## config.mk

```make
export PLATFORM = sky130hd
export DESIGN_NAME = gf180mcu_ocd_io__dvdd_seq
export DESIGN_NICKNAME = d
export VERILOG_FILES = /design/src/rtl/gf180mcu_ocd_io__dvdd_seq.sv
export SDC_FILE = /design/constraint.sdc
export NUM_CORES = 1
export LEC_CHECK = 0
export ABC_AREA = 1
export CAP_MARGIN = 40
export CELL_PAD_IN_SITES_DETAIL_PLACEMENT = 0
export CELL_PAD_IN_SITES_GLOBAL_PLACEMENT = 1
export CORE_AREA = 3 3 61 63
export DETAILED_ROUTE_END_ITERATION = 6
export DIE_AREA = 0 0 64 66
export PLACE_DENSITY_LB_ADDON = 0.1
export SETUP_SLACK_MARGIN = 0.15
export SLEW_MARGIN = 20
export SYNTH_ARGS = -nofsm -noshare
export SYNTH_HDL_FRONTEND = slang
export SYNTH_SLANG_ARGS = --single-unit
```

## constraint.sdc

```tcl
create_clock -name CLK -period 4 [get_ports CLK]
set_input_delay 0.6 -clock CLK [delete_from_list [all_inputs] [get_ports CLK]]
set_output_delay 0.6 -clock CLK [all_outputs]
set_load 0.1 [all_outputs]
```

## src/rtl/gf180mcu_ocd_io__dvdd_seq.sv

```systemverilog
// rtl/gf180mcu_ocd_io__dvdd_seq.sv - DVDD IO ring power sequencer
// Debounces the DVDD good comparator and orders isolation release and pad-driver enable.
module gf180mcu_ocd_io__dvdd_seq #(
  parameter int DEB_CYCLES = 16,
  parameter int ISO_DELAY  = 4,
  parameter int CW         = 8
) (
  input  logic       CLK,
  input  logic       RSTN,
  input  logic       PG_IN,
  input  logic       SEQ_EN,
  output logic       PAD_EN,
  output logic       ISO_N,
  output logic       PGOOD,
  output logic       FAULT,
  output logic [2:0] STATE
);

  typedef enum logic [2:0] {
    S_OFF      = 3'd0,
    S_DEBOUNCE = 3'd1,
    S_ISO_REL  = 3'd2,
    S_ON       = 3'd3,
    S_SHUTDOWN = 3'd4,
    S_FAULT    = 3'd5
  } state_e;

  localparam logic [CW-1:0] DEB_LAST = CW'(DEB_CYCLES - 1);
  localparam logic [CW-1:0] ISO_LAST = CW'(ISO_DELAY - 1);

  logic          pg_meta_q;
  logic          pg_s_q;
  state_e        state_q, state_d;
  logic [CW-1:0] cnt_q, cnt_d;

  always_ff @(posedge CLK or negedge RSTN) begin
    if (!RSTN) begin
      pg_meta_q <= 1'b0;
      pg_s_q    <= 1'b0;
      state_q   <= S_OFF;
      cnt_q     <= '0;
    end else begin
      pg_meta_q <= PG_IN;
      pg_s_q    <= pg_meta_q;
      state_q   <= state_d;
      cnt_q     <= cnt_d;
    end
  end

  always_comb begin
    state_d = state_q;
    cnt_d   = cnt_q;
    case (state_q)
      S_OFF: begin
        if (pg_s_q && SEQ_EN) begin
          state_d = S_DEBOUNCE;
          cnt_d   = '0;
        end
      end
      S_DEBOUNCE: begin
        // Losing the supply before it was declared good is not a fault.
        if (!pg_s_q || !SEQ_EN) begin
          state_d = S_OFF;
        end else if (cnt_q == DEB_LAST) begin
          state_d = S_ISO_REL;
          cnt_d   = '0;
        end else begin
          cnt_d = cnt_q + CW'(1);
        end
      end
      S_ISO_REL: begin
        if (!pg_s_q) begin
          state_d = S_FAULT;
        end else if (!SEQ_EN) begin
          state_d = S_SHUTDOWN;
          cnt_d   = '0;
        end else if (cnt_q == ISO_LAST) begin
          state_d = S_ON;
        end else begin
          cnt_d = cnt_q + CW'(1);
        end
      end
      S_ON: begin
        if (!pg_s_q) begin
          state_d = S_FAULT;
        end else if (!SEQ_EN) begin
          state_d = S_SHUTDOWN;
          cnt_d   = '0;
        end
      end
      S_SHUTDOWN: begin
        // Once started, shutdown runs to completion regardless of SEQ_EN.
        if (!pg_s_q || (cnt_q == ISO_LAST)) begin
          state_d = S_OFF;
        end else begin
          cnt_d = cnt_q + CW'(1);
        end
      end
      S_FAULT: begin
        if (!SEQ_EN) begin
          state_d = S_OFF;
        end
      end
      default: begin
        state_d = S_OFF;
      end
    endcase
  end

  always_comb begin
    PGOOD  = (state_q == S_ISO_REL) || (state_q == S_ON) || (state_q == S_SHUTDOWN);
    ISO_N  = PGOOD;
    PAD_EN = (state_q == S_ON);
    FAULT  = (state_q == S_FAULT);
    STATE  = state_q;
  end

endmodule

```

==> results.txt <==
status: complete, no violations
die width: 64 µm
WL final: 2450 µm
crit path kind: reg2out
count leader, synth: nand2_1
CP Data Required Time: 3400 ps
Initial Utilization: 0.290
Worst VDD drop: 0.346 mV
critical path peak fanout: 9
syn_nets: 159
DRC: 0
IO Count: 11
H-tree depth: 1
relative slew slack: 0.580
Switch Pwr: 480 µW
maximum operating frequency: 0.398 GHz
Final Slew Violations: 0
sequential fraction of design power: 0.219
Worst R2R Setup Slack: 2450 ps
Bufs on Longest Clock Path: 2
RSZ-0062 raised after global routing: no
starting DRC count in detailed routing: 41
Lkg Pwr: 0.619 nW
vias in the first global route: 968
Synth Register Bits: 13
Tightest Pin Transition: 629 ps
pwr/cell area: 700 mW/mm²
hold_buf cts: 0
Setup TNS: 0 ps
via-per-instance ratio: 4.65
final core utilization: 0.378
initial antenna violation count: 0
crit start category: register
DRT Pass-1 Iters: 4
Internal: 388 µW
critical path capture point type: output port
number of library cell types mapped by synthesis: 20
worst r2r src: cnt_q[0]$_DFFE_PN0P_
CTS tree: done
worst skew pair latency: 270 ps
Final Setup Violations: 0
Post-synth EDFFs: 0
GRT Residual Overflow: 0
Synth async-reset ratio: 1.00
Worst setup startpoint: STATE[2]$_DFFE_PN0P_
list of most frequent post-synthesis cells: nand2_1, nor2_1, dfrtp_1, inv_1, nand3_1
post_cts resized: 0
post-DP HPWL: 1890 µm
final hold vios: 0
register area share after synthesis: 0.342
switching share of power: 0.553
IO buf count: 10
GRT Total Usage: 0.128
Yosys Warn Count: 0
Post-Route Skew: 1.94 ps
DR vias: 1019
gpl congestion: 0.849
ANT nets after route: 0
Reg-to-Reg End: cnt_q[6]$_DFFE_PN0P_
Yosys top cell by area: dfrtp_1
clock network fraction of design power: 0.096
layout cells sized above 1: 0.133
pin count of the biggest net entering global routing: 14
Mapped Area: 951 µm²
Synth top area share: 0.342
CP arrival: 1910 ps
fin nets: 179
first-pass GRT wire length: 4260 µm
Area Overhead vs Synth: 30.4%
max-cap viol count: 0
clk sink count: 13
Syn Inst Count: 154
core area: 0.00328 mm²
Synth area leaders: dfrtp_1, nand2_1, nor2_1
FP Rows: 21
cts bufs inserted: 3
Mapped Avg Cell Area: 6.17 µm²
fin crit share: 0.629
HP Class: reg2reg
Root Buffer: clkbuf_4
Post-CTS Setup Bufs: 0
Inserted Diodes: 0
Top FF cell, synth: dfrtp_1
Avg WL per Cell: 11.2 µm
die area: 0.00422 mm²
clock-pin transition on the worst setup and hold timing paths: 80 ps
Combinational Power Share: 0.685
DIE HEIGHT: 66 µm
Critical Path Sink: ISO_N
Tmin final: 2510 ps
R2R depth: 8
-- logic make-up (layout without fill, tap and decap cells) --
group	Yosys count	count (layout)	synth area share
AO/OA/AOI/OAI	13	13	0.0737
buffers and inverters	19	38	0.0803
XOR/XNOR	2	2	0.0184
AND/OR/NAND/NOR	106	106	0.472
adder cells (fa/ha/maj)	1	1	0.0132
flip-flops	13	13	0.342
-- stage by stage --
stage	total power [mW]	std cells	hold WS, ps	worst slack (ps)	cell area (µm²)
global placement	0.702	208	345	1420	1100
global route	0.925	219	367	1350	1240
floorplan	0.582	154	304	804	951
detailed placement	0.790	215	343	1810	1210
CTS	0.879	219	363	1490	1240
finish	0.868	219	358	1490	1240
-- per-layer routing --
metal,wire [µm],global-route usage,share of wire,vias to the layer above
met5,0,0,0,-
met4,26,0.0404,0.011,0
met3,79,0.0119,0.032,4
met2,1080,0.215,0.44,24
met1,1270,0.170,0.52,473
li1,-,-,-,518
-- how the worst min path moves through the flow --
stage,slack [ps],end,start,cells past startpoint
6_report,360,pg_s_q$_DFF_PN0_,pg_meta_q$_DFF_PN0_,0
5_1_grt,370,pg_s_q$_DFF_PN0_,pg_meta_q$_DFF_PN0_,0
4_1_cts,360,pg_s_q$_DFF_PN0_,pg_meta_q$_DFF_PN0_,0
3_5_place_dp,340,pg_s_q$_DFF_PN0_,pg_meta_q$_DFF_PN0_,0
3_3_place_gp,350,pg_s_q$_DFF_PN0_,pg_meta_q$_DFF_PN0_,0
2_1_floorplan,300,STATE[0]$_DFFE_PN0P_,RSTN,0
-- critical path, stage by stage, from the launching register on --
cell,delay [ps]
dfrtp_1,490
inv_1,200
nand2_1,130
nand2_1,110
clkdlybuf4s50_1,510
buf_8,200
-- flip-flops by register name, indices dropped and copies added (netlist names) --
name,cells
cnt_q,8
STATE,3
pg_meta_q,1
pg_s_q,1
-- cells in the final DEF (no fill, tap or decap) --
cell type and n:
o21ai_0 2, a21oi_1 8, buf_16 1, o21bai_1 1, nand3_1 12, dfrtp_1 13, clkdlybuf4s50_1 10, nand2_2 1
nor2_4 1, nand2_1 65, xor2_1 2, nor2_2 6, nor2_1 18, inv_1 13, o21ai_1 1, nand4_1 2
nand3_2 1, inv_2 4, ha_1 1, buf_8 6, a21boi_1 1, clkbuf_4 3, clkbuf_1 1
-- cell type report --
class / count / area (µm²)
Clock buffer: 4 / 26.3
Fill cell: 377 / 2040
Inverter: 17 / 63.8
Multi-Input combinational cell: 122 / 549
Sequential cell: 13 / 325
Tap cell: 46 / 57.6
Timing Repair Buffer: 17 / 218
-- power groups by stage --
stage / Combinational, mW / Clock (mW) / Sequential, mW
after floorplan: 0.320 / 0 / 0.262
after CTS: 0.600 / 0.0892 / 0.190
after global routing: 0.641 / 0.0888 / 0.196
after detailed placement: 0.597 / 0 / 0.192
final: 0.594 / 0.0832 / 0.190
after global placement: 0.510 / 0 / 0.192
Note: power is estimated with default switching activity, not from simulation.
==> variant: new RTL, config.mk and constraints unchanged <==
Put a register stage on the output `PGOOD`, without a reset. The value now appears one clock later. The other outputs are not delayed to match.
--- a/src/rtl/gf180mcu_ocd_io__dvdd_seq.sv
+++ b/src/rtl/gf180mcu_ocd_io__dvdd_seq.sv
@@ -27,6 +27,8 @@
 
   localparam logic [CW-1:0] DEB_LAST = CW'(DEB_CYCLES - 1);
   localparam logic [CW-1:0] ISO_LAST = CW'(ISO_DELAY - 1);
+
+  logic PGOOD_d;
 
   logic          pg_meta_q;
   logic          pg_s_q;
@@ -108,12 +110,16 @@
   end
 
   always_comb begin
-    PGOOD  = (state_q == S_ISO_REL) || (state_q == S_ON) || (state_q == S_SHUTDOWN);
-    ISO_N  = PGOOD;
+    PGOOD_d = (state_q == S_ISO_REL) || (state_q == S_ON) || (state_q == S_SHUTDOWN);
+    ISO_N  = PGOOD_d;
     PAD_EN = (state_q == S_ON);
     FAULT  = (state_q == S_FAULT);
     STATE  = state_q;
   end
 
+  always_ff @(posedge CLK) begin
+    PGOOD <= PGOOD_d;
+  end
+
 endmodule
 
Check against the original RTL: same outputs for any inputs over 10 cycles, from zero or initial values and one cycle with RSTN low; that may be too few to reach the edited logic, so the function may still have changed.
==> variant against the original RTL <==
- largest power group unchanged
- worst setup slack worse by 0.012 ns
- synthesized area is 0.13% higher
- register-to-register slack got worse by 0.12 ns
- global-route usage is 0.30 points higher
- critical path type unchanged
- clock power grew 20%
- largest cell class unchanged
- routed wire length fell by 4.2%
- cell area is 0.91% higher
- power grew 1.7%
- sequential cell count rose by 1
==> variant: results (changes against the original RTL) <==
Yosys warns = 0 (unchanged)
Met1 usage = 0.199 (+0.0287)
Vias in the first global route = 915 (-5.5%)
First-iteration detailed-routing DRC count = 53 (+29%)
Hold Crit Endpoint = pg_s_q
Post-synthesis cell type count = 21 (+5.0%)
Worst path arrival time = 1.93 ns (+0.02 ns)
Total GRT Usage = 0.131 (+0.00303)
Vias per cell = 4.44 (-4.5%)
Leak = 0.616 nW (-0.45%)
Hold Path Origin = pg_meta_q
Clock Latency Late Sink = 0.27 ns (about the same)
Routed wire length = 2350 um (-4.2%)
DP Area = 1210 sq um (+0.10%)
Met3 Usage GRT = 0.0289 (+0.0170)
Largest net degree at the start of global routing = 14 (unchanged)
Commonest cells in the netlist = nand2_1 (63), nor2_1 (18), dfrtp_1 (13), nand3_1 (13), inv_1 (11)
Synth Area in Adders = 0.0131 (-0.0000173)
Share of cells above drive strength 1 = 0.135 (+0.00155)
Buffers added on ports = 10 (unchanged)
Largest cells by area after synthesis = dfrtp_1 (34%), nand2_1 (25%), nor2_1 (7.1%)
Routability cong. = 0.830 (-2.2%)
Crit path from = STATE[1]
Run status = complete, no violations
Compound-Gate Fraction of Synth Area = 0.0736 (-0.0000968)
Clock tree root buffer cell = clkbuf_4
Post-Synth XOR/XNOR Area = 0.0184 (-0.0000242)
VDD IR max = 396 uV (+14%)
Crit Path Max Fanout = 7 (-2)
Asr flop ratio synth = 0.929 (-0.0714)
HPWL after detailed placement = 1870 um (-0.91%)
Nets = 177 (-1.1%)
Register with the most flip-flops = cnt_q
Reg-to-reg slack, setup = 2.33 ns (-0.12 ns)
Register area share after synthesis = 0.363 (+0.0206)
Reg-to-Reg End = STATE[2]
WHS = 0.359 ns (+0.00138 ns)
First-pass GRT wire length = 4340 um (+1.8%)
Global-route met2 utilization = 0.174 (-0.0413)
Worst-margin pin slew = 0.612 ns (-0.0169 ns)
Fin Clk Skew = 0.00120 ns (-0.000734 ns)
Largest register FFs = 8 (unchanged)
Syn nets = 155 (-2.5%)
# fillers = 351 (-6.9%)
-- variant: cell count changes after synthesis, sizes merged --
| cell | change |
|---|---|
| nand2 | -1 |
| nor2 | -2 |
| dfxtp | +1 |
| inv | -2 |
| nor3 | +2 |
| buf | -2 |
-- variant: power by group --
group | switching [mW] | internal [mW]
clock | 0.0451 | 0.0553
combinational | 0.390 | 0.185
sequential | 0.0392 | 0.168
total | 0.474 | 0.409
-- variant: area by class of cell --
class                           count  share of cell area
Clock buffer                        4              0.0290
Inverter                           15              0.0450
Multi-Input combinational cell    121               0.440
Sequential cell                    14               0.276
Tap cell                           46              0.0460
Timing Repair Buffer               17               0.164
-- variant: cell families after synthesis --
logic type               Yosys count
AND/OR/NAND/NOR                  105
buffers and inverters             15
flip-flops                        14
AO/OA/AOI/OAI                     13
XOR/XNOR                           2
adder cells (fa/ha/maj)            1
-- variant: worst max-delay path, stage by stage (launching register included) --
cell and delay (ns):
dfrtp_1 0.48, nor2_1 0.19, nand2_1 0.13, nand2_1 0.12, clkdlybuf4s50_1 0.52, buf_8 0.20
-- variant: per-stage QoR --
| stage | power (mW) | instances | setup WS [ns] | util |
|---|---|---|---|---|
| global route | 0.958 | 217 | 1.30 | 0.381 |
| finish | 0.883 | 217 | 1.47 | 0.381 |
| CTS | 0.892 | 217 | 1.45 | 0.381 |
| global placement | 0.715 | 206 | 1.37 | 0.338 |
| detailed placement | 0.787 | 213 | 1.78 | 0.370 |
| floorplan | 0.588 | 150 | 0.764 | - |
-- variant: routing by layer --
layer | share of wire | wire, um
met1 | 0.53 | 1240
met2 | 0.42 | 992
met3 | 0.035 | 83
met4 | 0.012 | 29
met5 | 0 | 0
